<file path="src/rtl/gelu_lut_loader_if.sv">
// Stream/lookup bundle for gelu_lut_loader: table-load stream in, lookup request in, registered result out.
// GELU_LUT_CSUM_EN adds the load_err status line.
interface gelu_lut_loader_if #(
  parameter int DATA_W = 8
);
  logic              load_start;
  logic              wr_valid;
  logic [DATA_W-1:0] wr_data;
  logic              wr_ready;
  logic              load_done;
  logic              in_valid;
  logic [DATA_W-1:0] x_in;
  logic              in_ready;
  logic              out_valid;
  logic [DATA_W-1:0] y_out;
`ifdef GELU_LUT_CSUM_EN
  logic              load_err;
`endif

  modport master (
    output load_start, wr_valid, wr_data, in_valid, x_in,
`ifdef GELU_LUT_CSUM_EN
    input  load_err,
`endif
    input  wr_ready, load_done, in_ready, out_valid, y_out
  );

  modport slave (
    input  load_start, wr_valid, wr_data, in_valid, x_in,
`ifdef GELU_LUT_CSUM_EN
    output load_err,
`endif
    output wr_ready, load_done, in_ready, out_valid, y_out
  );
endinterface

</file>
<file path="src/rtl/gelu_lut_loader.sv">
// Programmable 2**DATA_W-entry activation table: streamed load, then one-cycle registered lookups.
// Optional GELU_LUT_CSUM_EN: a leading checksum word is verified against the mod-256 sum of entries.
module gelu_lut_loader #(
  parameter int DATA_W = 8
) (
  input  logic              clk,
  input  logic              reset,
  gelu_lut_loader_if.slave  bus
);
  localparam int DEPTH  = 2 ** DATA_W;
  localparam int ADDR_W = DATA_W;

  typedef enum logic [1:0] {S_IDLE, S_LOAD, S_READY} state_t;

  state_t            r_state;
  state_t            w_state_next;
  logic [ADDR_W-1:0] r_addr;
  logic [DATA_W-1:0] r_table [DEPTH];
  logic              r_out_valid;
  logic [DATA_W-1:0] r_y_out;

  logic              w_start;
  logic              w_wr_fire;
  logic              w_tbl_we;
  logic              w_last;
  logic              w_rd_fire;
  logic              w_fail;
  logic [ADDR_W-1:0] w_rd_idx;

  // load_start only matters outside LOAD; a running load cannot be restarted
  assign w_start   = bus.load_start && (r_state != S_LOAD);
  assign w_wr_fire = (r_state == S_LOAD) && bus.wr_valid;
  assign w_last    = (r_addr == ADDR_W'(DEPTH - 1));
  assign w_rd_fire = bus.in_valid && (r_state == S_READY);
  // Offset-binary index: flipping the sign bit adds 2**(DATA_W-1)
  assign w_rd_idx  = {~bus.x_in[DATA_W-1], bus.x_in[DATA_W-2:0]};

`ifdef GELU_LUT_CSUM_EN
  logic              r_csum_pend;
  logic [DATA_W-1:0] r_csum_exp;
  logic [DATA_W-1:0] r_csum_sum;
  logic              r_load_err;
  logic [DATA_W-1:0] w_sum_next;

  assign w_sum_next = r_csum_sum + bus.wr_data;
  assign w_tbl_we   = w_wr_fire && !r_csum_pend;
  assign w_fail     = (w_sum_next != r_csum_exp);
  assign bus.load_err = r_load_err;

  // First transfer of a load is the expected checksum, not a table entry
  always_ff @(posedge clk or negedge reset) begin
    if (!reset) begin
      r_csum_pend <= 1'b0;
      r_csum_exp  <= '0;
      r_csum_sum  <= '0;
      r_load_err  <= 1'b0;
    end else if (w_start) begin
      r_csum_pend <= 1'b1;
      r_csum_sum  <= '0;
      r_load_err  <= 1'b0;
    end else if (w_wr_fire) begin
      if (r_csum_pend) begin
        r_csum_exp  <= bus.wr_data;
        r_csum_pend <= 1'b0;
      end else begin
        r_csum_sum <= w_sum_next;
        if (w_last && w_fail) r_load_err <= 1'b1;
      end
    end
  end
`else
  assign w_tbl_we = w_wr_fire;
  assign w_fail   = 1'b0;
`endif

  always_comb begin
    w_state_next = r_state;
    case (r_state)
      S_IDLE:  if (bus.load_start) w_state_next = S_LOAD;
      S_LOAD:  if (w_tbl_we && w_last) w_state_next = w_fail ? S_IDLE : S_READY;
      S_READY: if (bus.load_start) w_state_next = S_LOAD;
      default: w_state_next = S_IDLE;
    endcase
  end

  always_ff @(posedge clk or negedge reset) begin
    if (!reset) begin
      r_state     <= S_IDLE;
      r_addr      <= '0;
      r_out_valid <= 1'b0;
      r_y_out     <= '0;
    end else begin
      r_state <= w_state_next;
      if (w_start)       r_addr <= '0;
      else if (w_tbl_we) r_addr <= r_addr + 1'b1;
      r_out_valid <= w_rd_fire;
      if (w_rd_fire) r_y_out <= r_table[w_rd_idx];
    end
  end

  // Table storage carries no reset so it maps onto block RAM
  always_ff @(posedge clk) begin
    if (w_tbl_we) r_table[r_addr] <= bus.wr_data;
  end

  assign bus.wr_ready  = (r_state == S_LOAD);
  assign bus.in_ready  = (r_state == S_READY);
  assign bus.load_done = (r_state == S_READY);
  assign bus.out_valid = r_out_valid;
  assign bus.y_out     = r_y_out;
endmodule

</file>
<file path="src/flat_wrapper.sv">
// flat-port wrapper written by rule: the top's interface ports become plain ports
module gelu_lut_loader_flat 
#(
  parameter int DATA_W = 8
)
  (clk, reset, bus_load_start, bus_wr_valid, bus_wr_data, bus_in_valid, bus_x_in, bus_wr_ready, bus_load_done, bus_in_ready, bus_out_valid, bus_y_out);
  gelu_lut_loader_if #(.DATA_W(DATA_W)) bus_i ();
  input  logic clk;
  input  logic reset;
  input wire logic [$bits(bus_i.load_start)-1:0] bus_load_start;
  input wire logic [$bits(bus_i.wr_valid)-1:0] bus_wr_valid;
  input wire logic [$bits(bus_i.wr_data)-1:0] bus_wr_data;
  input wire logic [$bits(bus_i.in_valid)-1:0] bus_in_valid;
  input wire logic [$bits(bus_i.x_in)-1:0] bus_x_in;
  output wire logic [$bits(bus_i.wr_ready)-1:0] bus_wr_ready;
  output wire logic [$bits(bus_i.load_done)-1:0] bus_load_done;
  output wire logic [$bits(bus_i.in_ready)-1:0] bus_in_ready;
  output wire logic [$bits(bus_i.out_valid)-1:0] bus_out_valid;
  output wire logic [$bits(bus_i.y_out)-1:0] bus_y_out;
  assign bus_i.load_start = bus_load_start;
  assign bus_i.wr_valid = bus_wr_valid;
  assign bus_i.wr_data = bus_wr_data;
  assign bus_i.in_valid = bus_in_valid;
  assign bus_i.x_in = bus_x_in;
  assign bus_wr_ready = bus_i.wr_ready;
  assign bus_load_done = bus_i.load_done;
  assign bus_in_ready = bus_i.in_ready;
  assign bus_out_valid = bus_i.out_valid;
  assign bus_y_out = bus_i.y_out;
  gelu_lut_loader #(.DATA_W(DATA_W)) u_core (.clk(clk), .reset(reset), .bus(bus_i));
endmodule
</file>
<file path="config.mk">
export PLATFORM = sky130hd
export DESIGN_NAME = gelu_lut_loader_flat
export DESIGN_NICKNAME = d
export VERILOG_FILES = /design/src/rtl/gelu_lut_loader_if.sv /design/src/rtl/gelu_lut_loader.sv /design/src/flat_wrapper.sv
export SDC_FILE = /design/constraint.sdc
export NUM_CORES = 2
export LEC_CHECK = 0
export CORE_MARGIN = 8
export CORE_UTILIZATION = 40
export CTS_BUF_LIST = sky130_fd_sc_hd__clkbuf_16
export DETAILED_ROUTE_END_ITERATION = 10
export GPL_TIMING_DRIVEN = 1
export PLACE_DENSITY = 0.64
export SYNTH_ARGS = -nofsm -noshare
export SYNTH_HDL_FRONTEND = slang
export SYNTH_SLANG_ARGS = --single-unit
</file>
<file path="constraint.sdc">
create_clock -name clk -period 3 [get_ports clk]
set_clock_uncertainty 0.05 [all_clocks]
set_input_delay 0.6 -clock clk [delete_from_list [all_inputs] [get_ports clk]]
set_output_delay 0.6 -clock clk [all_outputs]
set_load 0.01 [all_outputs]
</file>
==> impl_results.md <==
* Die width at 467.8 um
* Final wirelength at 214,800 um
* Power Density at 627.4 nW/um2
* Area delta synth->final at 18.69%
* Req. time, crit path at 3650 ps
* I/O Buffers at 32
* Syn Std Cell Area at 81,660 um2
* Min-Delay Endpoint: u_core.r_table[14][2]
* Slowest CP cell: clkdlybuf4s50_1
* CTS tree: built
* Initial drt markers at 4,835
* CP max stage delay at 490 ps
* Pin count of the biggest net entering global routing at 88
* Fin. Hold Viols at 0
* Post-route setup TNS at -65.26 ps
* Critical path arrival at 3720 ps
* Reg2Reg Setup Slack at 270 ps
* Final worst slack at -65.26 ps
* Worst reg2reg path startpoint: u_core.r_addr[0]
* Avg WL per Cell at 27.69 um
* DRC viols at 0
* Post-synthesis adder-cell area fraction at 0.0006128
* FF-to-FF End: u_core.r_table[115][0]
* Number of synthesized flops with an enable pin at 2,048
* IR drop worst, VDD at 0.4766 mV
* Share of layout cells above drive strength 1 at 0.2722
* Total CTS buffers at 201
* Post-synthesis compound-gate area fraction at 0.04137
* Tmin final at 3065 ps
* Critical path class: in -> reg
* Placement-stage cell area at 90,340 um2
* Status: complete, but fails checks
* FMAX at 0.3262 GHz
* FFs w/ async S/R, synth at 0.009192
* Critical Path Fanout Max at 16
* Die H at 467.8 um
* Gr ovfl total at 0
* Post-synthesis mux area share at 0.1433
* First-pass GRT wire length at 309,600 um
* Top_reg_cell synth: edfxtp_1
* Slew @ Worst Pin at 907.3 ps
* Post-route ant nets at 0
* Setup Viol. Count Final at 1
* RSZ-0062 raised after global routing: no
* Initial antenna violation count at 3
* Setup Fix Bufs, Post-CTS at 0
* Yosys warnings at 0
* Static Leak at 32.90 nW
* Ordered list of cells on the worst path: clkdlybuf4s50_1 -> buf_4 -> and2_1 -> nand2b_1 -> buf_4 -> nor3_1 -> buf_4 -> nor3_1 -> o2111ai_1 -> or3b_1 -> o211ai_2
* H-tree levels at 4
* Post-DR vias/cell at 5.664
* Final Cell Area at 96,930 um2
* Worst Reg2Reg Path Length in Cells at 6
* Synth Area in Simple Gates at 0.02845
* Synth cell types at 66
* DR pass1 iterations at 6
* Hold path depth at 1
* Tcrit/Tclk final at 1.022
* Largest family of logic cells by synthesized area: multiplexers
* Clk root buf: clkbuf_16
* Pre-CTS WS at -930.6 ps
* Mean area per synthesized cell at 19.88 um2
* CTS Sinks at 2,067
* CP Launch Point: bus_x_in[3]
* Syn Nets at 4,132
* FF+latch count, synth at 2,067
* Worst-Skew Late Latency at 840 ps
* Cts-stage hold buffer count at 0
* Mapped Cells at 4,107
* Hold Path Class: in -> reg
* Register area share after synthesis at 0.7589
* Vias in the first global route at 43,790
* Kind of start point of the critical path: primary input
* Core Area at 203,800 um2
* Rows at 166
* CTS max path bufs at 3
* Total GRT Usage at 0.1922
* Max-cap violations at 0
* Post-CTS Resized at 2
* Final core utilization at 0.4757
* Via count at 43,940
* Clk pin slew, worst setup/hold paths at 60 ps
* Relative slew slack at 0.3929
* DP HPWL at 141,900 um
* Synth Area in XOR/XNOR at 0.0005362
* Hold path start: bus_wr_data[2]
* GPL Wtd Cong at 0.9183
* Die area at 218,900 um2
* Total Nets Final at 4,920
* Crit path top cell by count: buf_4
* Failing checks: setup timing
* Initial Util at 0.4008
* Io pins at 33
* Fin. max-slew vios at 0
* CP Capture Type: flop
[per-layer routing]
metal / track usage / routed length, um / part of all wire
met2: 0.3172 / 104500 / 0.49
met4: 0.06743 / 7889 / 0.037
met1: 0.2584 / 86090 / 0.40
met5: 0 / 13 / 0.000061
met3: 0.03340 / 16320 / 0.076
[sequential cells by signal, summed over array words and instances, names as in the netlist]
name	count
u_core.r_addr	8
u_core.r_table	2048
u_core.r_state	2
u_core.bus.y_out	8
u_core.bus.out_valid	1
[layout by cell type (no fill, tap or decap), drive strengths merged, types with 34 or more instances in the layout]
cell / n
edfxtp: 2048
buf: 814
mux2i: 413
mux4: 322
nor2: 287
clkbuf: 212
o22ai: 129
nand2: 121
clkinv: 87
a21oi: 77
o21ai: 65
o221ai: 64
inv: 61
a211oi: 47
a221oi: 34
[cells by family after synthesis]
| family | count (synthesis) |
|---|---|
| xor gates and xnor gates | 5 |
| DFF | 2067 |
| adders and majority gates | 4 |
| AOI/OAI and AO/OA | 491 |
| muxes | 737 |
| buffers and inverters | 264 |
| and+or+nand+nor | 539 |
[where the power goes]
part	leakage, nW	switching (W)	total, W	internal, W
registers	18.7	0.0000662	0.0320	0.0319
clock network	3.37	0.0108	0.0249	0.0141
logic	10.9	0.00249	0.00395	0.00146
[worst max-delay path: cells and delay by family]
family,cells,cell delay [ps]
buffers and inverters,4,1180
AND/OR/NAND/NOR,5,1470
AO/OA/AOI/OAI,2,440
[synthesized netlist by cell type, drive strengths merged (6+ instances only)]
master | instances | area (um2)
nand2b | 8 | 50.05
nand4 | 6 | 37.54
dfrtp | 19 | 475.5
o2111ai | 6 | 52.55
o21ai | 65 | 325.3
a21oi | 77 | 385.4
a211o | 9 | 78.83
nand3b | 6 | 45.04
nor4 | 11 | 68.82
nand2 | 121 | 456.7
a211oi | 47 | 352.8
a221oi | 34 | 310.3
o221ai | 64 | 585.6
a2111oi | 20 | 181.4
and2 | 6 | 37.54
o22ai | 129 | 807.0
nor3 | 24 | 125.1
clkbuf | 105 | 551.8
buf | 152 | 1615
or3 | 6 | 37.54
a22oi | 11 | 82.58
nand3 | 32 | 160.2
nor2b | 13 | 81.33
or2 | 8 | 50.05
nor2 | 287 | 1080
inv | 7 | 26.28
a31oi | 13 | 81.33
mux2i | 413 | 4134
mux4 | 322 | 7545
edfxtp | 2048 | 61500
[how the worst max path moves through the flow]
| stage | slack (ps) | cells after the start | end |
|---|---|---|---|
| final | -70 | 11 | u_core.bus.y_out[4] |
| after global routing | 30 | 11 | u_core.bus.y_out[4] |
| after CTS | 20 | 3 | bus_wr_ready |
| after detailed placement | -930 | 10 | u_core.bus.y_out[3] |
| after global placement | -890 | 10 | u_core.bus.y_out[3] |
| after floorplan | 450 | 7 | u_core.r_table[101][0] |
[final cells by class]
cell class                      count  area (um2)
Antenna cell                        3       7.507
Clock buffer                      204        5105
Timing Repair Buffer              842        7453
Sequential cell                  2067       61970
Fill cell                       16670      106800
Clock inverter                    171        1471
Multi-Input combinational cell   1776       17520
Inverter                            7       31.28
Tap cell                         2688        3363
[through the flow]
| stage | cells | hold WS (ps) | total power, W |
|---|---|---|---|
| floorplan | 4107 | 254.4 | 0.03443 |
| global placement | 7380 | 421.3 | 0.03645 |
| detailed placement | 7380 | 441.5 | 0.03650 |
| CTS | 7755 | 37.12 | 0.06122 |
| global route | 7755 | 64.55 | 0.06249 |
| finish | 7758 | 89.08 | 0.06082 |
Power figures use the tool's default switching activity.
